File: config.mk
export PLATFORM = sky130hd
export DESIGN_NAME = frame_config_sequencer
export DESIGN_NICKNAME = d
export VERILOG_FILES = /design/src/rtl/frame_config_sequencer.sv
export SDC_FILE = /design/constraint.sdc
export NUM_CORES = 1
export LEC_CHECK = 0
export ABC_AREA = 1
export BUFFER_PORTS_ARGS = -buffer_cell sky130_fd_sc_hd__buf_2
export CAP_MARGIN = 20
export CORE_AREA = 5 5 277 279
export CTS_CLUSTER_SIZE = 12
export DETAILED_ROUTE_END_ITERATION = 8
export DIE_AREA = 0 0 282 284
export HOLD_SLACK_MARGIN = 0.08
export SLEW_MARGIN = 20
export SYNTH_ARGS = -nofsm -noshare
export SYNTH_HDL_FRONTEND = slang
export SYNTH_SLANG_ARGS = --single-unit
File: constraint.sdc
create_clock -name CLK -period 3.1 [get_ports CLK]
set_clock_uncertainty 0.15 [all_clocks]
set_input_delay 0.31 -clock CLK [delete_from_list [all_inputs] [get_ports CLK]]
set_output_delay 0.31 -clock CLK [all_outputs]
set_load 0.005 [all_outputs]
File: src/rtl/frame_config_sequencer.sv
`default_nettype none
// ============================================================================
// Module   : frame_config_sequencer
// Brief    : Assembles one configuration frame from a header + payload word
//            stream and writes it to the tile array with one frame strobe.
// Revision : 1.0 - initial release
// ============================================================================
module frame_config_sequencer #(
    parameter int MaxFramesPerCol = 20,
    parameter int FrameBitsPerRow = 32,
    parameter int NumberOfRows    = 16,
    parameter int NumberOfCols    = 8
) (
    input  logic                                      CLK,
    input  logic                                      RST,
    input  logic [31:0]                               in_data,
    input  logic                                      in_valid,
    output logic                                      in_ready,
    output logic [FrameBitsPerRow*NumberOfRows-1:0]   FrameData,
    output logic [MaxFramesPerCol*NumberOfCols-1:0]   FrameStrobe,
    output logic                                      busy,
    output logic [15:0]                               frames_done,
    output logic                                      err_sync,
    output logic                                      err_addr
);

    localparam int c_row_w    = (NumberOfRows > 1) ? $clog2(NumberOfRows) : 1;
    localparam int c_strobes  = MaxFramesPerCol * NumberOfCols;
    localparam int c_idx_w    = (c_strobes > 1) ? $clog2(c_strobes) : 1;
    localparam int c_fd_w     = FrameBitsPerRow * NumberOfRows;
    localparam logic [c_row_w-1:0] c_last_row = c_row_w'(NumberOfRows - 1);
    localparam logic [7:0]         c_sync     = 8'hA5;

    typedef enum logic [2:0] {
        S_IDLE   = 3'd0,
        S_LOAD   = 3'd1,
        S_SKIP   = 3'd2,
        S_STROBE = 3'd3,
        S_HOLD   = 3'd4
    } state_t;

    state_t               r_state;
    state_t               w_state_nxt;
    logic                 w_ready;
    logic                 w_accept;
    logic                 w_sync_ok;
    logic                 w_addr_ok;
    logic                 w_last_row;
    logic [7:0]           w_col;
    logic [7:0]           w_frame;
    logic [c_row_w-1:0]   r_row;
    logic [c_idx_w-1:0]   r_idx;
    logic [c_fd_w-1:0]    r_frame_data;
    logic [15:0]          r_frames_done;
    logic                 r_err_sync;
    logic                 r_err_addr;

    // One stream word per row; the datapath is not defined for other widths.
    generate
        if (FrameBitsPerRow != 32) begin : g_width_check
            $error("frame_config_sequencer: FrameBitsPerRow must be 32");
        end
    endgenerate

    assign w_col      = in_data[23:16];
    assign w_frame    = in_data[15:8];
    assign w_sync_ok  = (in_data[31:24] == c_sync);
    assign w_addr_ok  = (32'(w_col) < 32'(NumberOfCols)) &&
                        (32'(w_frame) < 32'(MaxFramesPerCol));
    assign w_last_row = (r_row == c_last_row);

    // Ready is gated by RST so the source never sees a handshake during reset.
    always_comb begin
        w_ready = 1'b0;
        if (!RST) begin
            w_ready = (r_state == S_IDLE) || (r_state == S_LOAD) ||
                      (r_state == S_SKIP);
        end
    end

    assign w_accept = in_valid && w_ready;

    always_ff @(posedge CLK) begin
        if (RST) begin
            r_state <= S_IDLE;
        end else begin
            r_state <= w_state_nxt;
        end
    end

    always_comb begin
        w_state_nxt = r_state;
        case (r_state)
            S_IDLE: begin
                if (w_accept && w_sync_ok) begin
                    w_state_nxt = w_addr_ok ? S_LOAD : S_SKIP;
                end
            end
            S_LOAD: begin
                if (w_accept && w_last_row) begin
                    w_state_nxt = S_STROBE;
                end
            end
            S_SKIP: begin
                if (w_accept && w_last_row) begin
                    w_state_nxt = S_IDLE;
                end
            end
            S_STROBE: w_state_nxt = S_HOLD;
            S_HOLD:   w_state_nxt = S_IDLE;
            default:  w_state_nxt = S_IDLE;
        endcase
    end

    always_ff @(posedge CLK) begin
        if (RST) begin
            r_row         <= '0;
            r_idx         <= '0;
            r_frame_data  <= '0;
            r_frames_done <= 16'd0;
            r_err_sync    <= 1'b0;
            r_err_addr    <= 1'b0;
        end else begin
            case (r_state)
                S_IDLE: begin
                    if (w_accept) begin
                        r_row <= '0;
                        if (!w_sync_ok) begin
                            r_err_sync <= 1'b1;
                        end else if (!w_addr_ok) begin
                            r_err_addr <= 1'b1;
                        end else begin
                            r_idx <= c_idx_w'(32'(w_col) * MaxFramesPerCol + 32'(w_frame));
                        end
                    end
                end
                S_LOAD: begin
                    if (w_accept) begin
                        r_frame_data[r_row*FrameBitsPerRow +: FrameBitsPerRow] <= in_data;
                        r_row <= r_row + 1'b1;
                    end
                end
                S_SKIP: begin
                    if (w_accept) begin
                        r_row <= r_row + 1'b1;
                    end
                end
                S_STROBE: r_frames_done <= r_frames_done + 16'd1;
                default: ;
            endcase
        end
    end

    // Strobe decode straight from state so it can never outlive STROBE.
    generate
        for (genvar gi = 0; gi < c_strobes; gi++) begin : g_strobe
            assign FrameStrobe[gi] = (r_state == S_STROBE) &&
                                     (r_idx == c_idx_w'(gi));
        end
    endgenerate

    assign in_ready    = w_ready;
    assign FrameData   = r_frame_data;
    assign busy        = (r_state != S_IDLE);
    assign frames_done = r_frames_done;
    assign err_sync    = r_err_sync;
    assign err_addr    = r_err_addr;

endmodule
`default_nettype wire

[Word-level counts from Yosys, hierarchy flattened]
Index checks and enable logic that the tools add are counted.
Word-level totals
  register bits: 545
  bits in latches: 0
  input bits: 35
  output and inout port bits: 692
  memory bits (read-only): 0
  memories: 0
  RAM bits: 0
Cells by class
  equality and inequality tests: 169
  shift-type cells: 2
  reduce and logical (&&, ||, !) cells: 177
  magnitude comparators: 2
  $add $sub $neg: 4
  muxes and demuxes: 10
  div/mod/pow operators: 0
  bitwise gates (word level): 2
  $mul: 1
Operators with widths (number)
  bitwise mux 512 bit: 1
  == test 8 x 7 -> 1 bit, second input constant: 64
  variable shift 32 x 34 -> 512 bit, first input constant: 1
  indexed part select 32 x 34 -> 512 bit: 1
  == test 8 bit, second input constant: 33
  == test 8 x 6 -> 1 bit, second input constant: 32
  logical AND 1 bit: 164
  == test 8 x 5 -> 1 bit, second input constant: 16
  == test 8 x 4 -> 1 bit, second input constant: 8
  negator 9 -> 34 bit: 1
  == test 8 x 3 -> 1 bit, second input constant: 4
  adder 16 x 1 -> 16 bit, second input constant: 1
  == test 8 x 2 -> 1 bit, second input constant: 2
  one-hot mux 3 bit (4 select lines): 1
  two-way mux 3 bit: 3
  AND reduction 3 bit: 3
  adder 8 bit: 1
  == test 8 x 1 -> 1 bit, second input constant: 1
  logical NOT 8 bit: 1
  less-than comparator 8 x 4 -> 1 bit, second input constant: 1
  less-than comparator 8 x 5 -> 1 bit, second input constant: 1
  multiplier 8 x 3 -> 6 bit, second input constant: 1
  two-way mux 4 bit: 2
  != test 2 x 1 -> 1 bit, second input constant: 4
  16 further kinds: 20

[Logic depth before layout (Yosys ltp)]
  depth after elaboration: 8
  mapped depth: 15
  depth with buffers taken out: 15

[Least setup slack after synthesis]
Ideal clock, no wire load.
  path type: register to register
  start: register r_row[0]
  end: register r_frame_data[493] (netlist: FrameData[493])
  cell stages (with the launch flop): 13
  data required time: 2.835 ns
  arrival: 2.273 ns
  clock period less this slack: 2.538 ns
  slack: 0.562 ns
  path through: dfxtp_1 -> clkinv_1 -> clkbuf_1 -> ha_1 -> buf_2 -> inv_1 -> nand4_1 -> nor2_1 -> buf_2 -> buf_2 -> o211ai_1 -> nand2_1 -> nor2_1
On the way
  longest elaborated chain between the ends: 3
  elaborated cells on any way between the ends: 4
  those cells by class: add/sub (1); shift (2); mux (1)
Ends and longest elaborated chain
  from (decl): RTL line 51  | logic [c_row_w-1:0] r_row;
  from (signal assigned): RTL line 140  | r_row <= r_row + 1'b1;
  from (signal assigned): RTL line 145  | r_row <= r_row + 1'b1;
  negator 9 -> 34 bit (*): RTL line 139  | r_frame_data[r_row*FrameBitsPerRow +: FrameBitsPerRow] <= in_data;
  indexed part select 32 x 34 -> 512 bit or variable shift 32 x 34 -> 512 bit (tied branches): RTL line 139
  bitwise mux 512 bit (*): RTL line 139
  to (signal, indexed assignment): RTL line 139
  to (decl): RTL line 53  | logic [c_fd_w-1:0] r_frame_data;
Every way passes the cells marked *; elsewhere a longest branch is shown, timed or not.
A chain may end at the register's enable or synchronous reset.

[Final worst setup path]
  start: register r_idx[4]
  end: output port FrameStrobe[158]
On the way
  longest elaborated chain between the ends: 2
Ends and longest elaborated chain
  from (decl): RTL line 52  | logic [c_idx_w-1:0] r_idx;
  from (signal assigned): RTL line 133  | r_idx <= c_idx_w'(32'(w_col) * MaxFramesPerCol + 32'(w_frame));
  == test 8 bit: RTL line 158  | (r_idx == c_idx_w'(gi));
  logical AND 1 bit: RTL line 157  | assign FrameStrobe[gi] = (r_state == S_STROBE) &&
  to (decl): RTL line 20  | output logic [MaxFramesPerCol*NumberOfCols-1:0] FrameStrobe,
Every way passes these cells.

==> summary.md <==
| Metric | Value |
|---|---|
| Outcome | `finished, final reports clean` |
| Core area | `around 74000 um^2` |
| Dominant cells by area after synthesis | `dfxtp_1 (44%), nor2_1 (19%), nand2_1 (11%), a21oi_1 (5.4%), nand3_1 (4.2%)` |
| GRT Util Overall | `26.9%` |
| Final Max Slew Viols | `0` |
| Pwr Total | `15.5 mW` |
| Post-CTS Setup Bufs | `0` |
| Buffer type at the clock tree root | `clkbuf_16` |
| Commonest cells after routing, fill and taps aside | `nor2_1 (1257), nand2_1 (748), buf_2 (726)` |
| Post-Syn Area per Cell | `approximately 6.5 um^2` |
| Worst setup path category | `reg2out` |
| Reg area | `10900 um^2` |
| Largest net degree at the start of global routing | `251` |
| Fmax achieved | `344 MHz` |
| Initial antenna violation count | `4` |
| CP cell instances | `inv_1, nor2_1, nand3_1, nor2_1, buf_2` |
| Worst slew margin | `15.9%` |
| Number of clock sinks | `545` |
| # setup viols final | `0` |
| Hold WS | `between 0.1 and 0.15 ns` |
| Cell Area, Synth | `25100 um^2` |
| Worst path slowest cell | `nand3_1` |
| CP Buf/Inv Count | `2` |
| CTS tree | `yes` |
| FP Rows | `100` |
| Via density | `4.97` |
| GP Congestion | `0.877` |
| Pwr per Cell Area | `489 nW/um^2` |
| Worst Path Max Fanout | `16` |
| Leak | `roughly 15 nW` |
| Die W | `282 um` |
| Die height | `284 um` |
| CTS Buf Count | `61` |
| Drt first pass iters | `6` |
| Setup TNS | `0 ns` |
| Die area | `80100 um^2` |
| Port Buf Inserts | `726` |
| Grt total ovfl | `0` |
| CP delay by family, top | `simple AND/OR/NAND/NOR gates` |
| DR vias | `27400` |
| Synth cell types | `36` |
| Crit path DAT | `between 2 and 2.5 ns` |
| Slew @ Worst Pin | `1.26 ns` |
| DP Wirelength | `83400 um` |
| Total Nets Final | `4537` |
| Number of remaining DRC errors | `0` |
| Cell taking the most area after synthesis | `dfxtp_1` |
| Final hold violation count | `0` |
| Initial Utilization | `33.9%` |
| Vias in the first global route | `25300` |
| Met1 usage | `33.8%` |
| Part of the cycle the worst path needs | `between 90% and 100%` |
| Final ANT Viol Nets | `0` |
| Cell mode on critical path | `nor2_1` |
| H-tree Lvls | `2` |
| Seq cells post-synth | `545` |
| CP Data Required Time | `2.64 ns` |
| Nature of the critical path endpoint | `output port` |
| CP Launch Type | `flop` |
| Most Crowded Layer GR | `met2` |
| Fill count | `slightly below 8000` |
| Yosys warns | `0` |
| Routed len/inst | `20.7 um` |
| First-pass GRT wire length | `166000 um` |
| Post-Syn Instances | `slightly below 4000` |
| Mapped Nets | `3925` |
| Commonest non-fill, non-tap cell in the layout | `nor2_1` |
| Unrepaired setup endpoints after global routing | `false` |
| Met3 Resource Use GR | `4.65%` |
| Total Wirelength | `roughly 110000 um` |
| Routing usage on met2 | `45.4%` |
| Area fraction of the dominant cell type after synthesis | `around 44%` |
| Final min period | `2.91 ns` |
| # IOs | `727` |
| Peak VDD IR | `0.000457 V` |
| Area growth, synth to finish | `26.6%` |
| Hold Path Class | `in2reg` |
| Area of the multi-input gates | `~12000 um^2` |
| Worst-path clk slew | `0.06 ns` |
| Crit-path max cell delay | `0.67 ns` |
| Sequential area share after synthesis | `between 40% and 50%` |
| Layout cells sized above 1 | `between 20% and 30%` |
| Clk_lat worst skew | `0.62 ns` |
| Initial DRC Count | `2266` |
| Maxcap violations | `0` |
| Max Root-Sink Buffers | `3` |
[final cells by class]
type | count | share of cell area (%)
clock buffers | 89 | 5.62
repair buffers | 828 | 14.6
inverters | 220 | 2.64
flip-flops and latches | 545 | 34.4
well taps | 969 | 3.82
clock inverters | 20 | 0.769
multi-input cells | 2831 | 38.2
diodes | 3 | 0.0236
[worst min-delay path, stage by stage]
cell	delay [ns]
buf_2	0.14
inv_8	0.06
nand3_1	0.14
nor2_4	0.07
nand2_1	0.05
a21oi_1	0.06
[flip-flops by register name, indices dropped and copies added (netlist names)]
name and count:
FrameData 512, frames_done 16, r_idx 8, r_row 4, r_state 3, err_addr 1
err_sync 1
[worst paths after layout]
path,startpoint,endpoint,slack [ns],cells past startpoint
hold / removal,RST,r_row[0]$_SDFFE_PP0P_,0.11,6
hold reg to reg,FrameData[127]$_SDFFE_PP0P_,FrameData[127]$_SDFFE_PP0P_,0.31,2
setup reg to reg,r_row[0]$_SDFFE_PP0P_,FrameData[20]$_SDFFE_PP0P_,0.52,9
setup / recovery,r_idx[4]$_SDFFE_PP0P_,FrameStrobe[158],0.19,5
[synthesized netlist by cell type (all sizes together)]
library cell  number
nor2            1275
o21ai            217
nand2            758
nor3b              1
dfxtp            545
xor2               3
a21oi            271
a31oi              1
xnor2              2
buf              158
nand4              9
o211ai             4
ha                13
inv              219
fa                 2
clkinv             1
o21a               1
o21bai            33
a211oi             2
clkbuf           121
nor3              21
or2                2
nand3            215
nand3b             1
[power breakdown]
group	leakage, nW	switching (mW)	internal [mW]
sequential	4.39	0.00408	7.01
combinational	9.36	0.842	0.258
clock	0.999	3.11	4.31
[logic make-up after synthesis]
family,Yosys count,synth area share [%]
AOI/OAI and AO/OA,529,11.0
xor gates and xnor gates,5,0.175
adders and majority gates,15,0.809
buffers and inverters,499,8.35
DFF,545,43.5
and+or+nand+nor,2282,36.2
[timing repair]
item                                    4_1_cts  5_1_grt
hold buffers                                 19        0
gates resized for setup                       0        1
endpoints found under the setup margin        0       12
hold endpoints to repair                     23        0
[metrics by stage]
step / instance area, um^2 / setup slack (ns) / utilization [%] / instances
6_report: 31700 / 0.191 / 42.9 / 5505
2_1_floorplan: 25100 / 0.562 / - / 3875
3_3_place_gp: 29500 / 0.403 / 39.9 / 5374
4_1_cts: 31700 / 0.150 / 42.9 / 5502
3_5_place_dp: 29500 / 0.428 / 39.9 / 5374
5_1_grt: 31700 / 0.0828 / 42.9 / 5503
[routing by layer]
metal  vias up  part of all wire, %
met5         -                0.011
met2      1200                   48
met4         2                  5.0
li1      13300                    -
met1     12600                   40
met3       253                  7.3
Note: power is estimated with default switching activity, not from simulation.
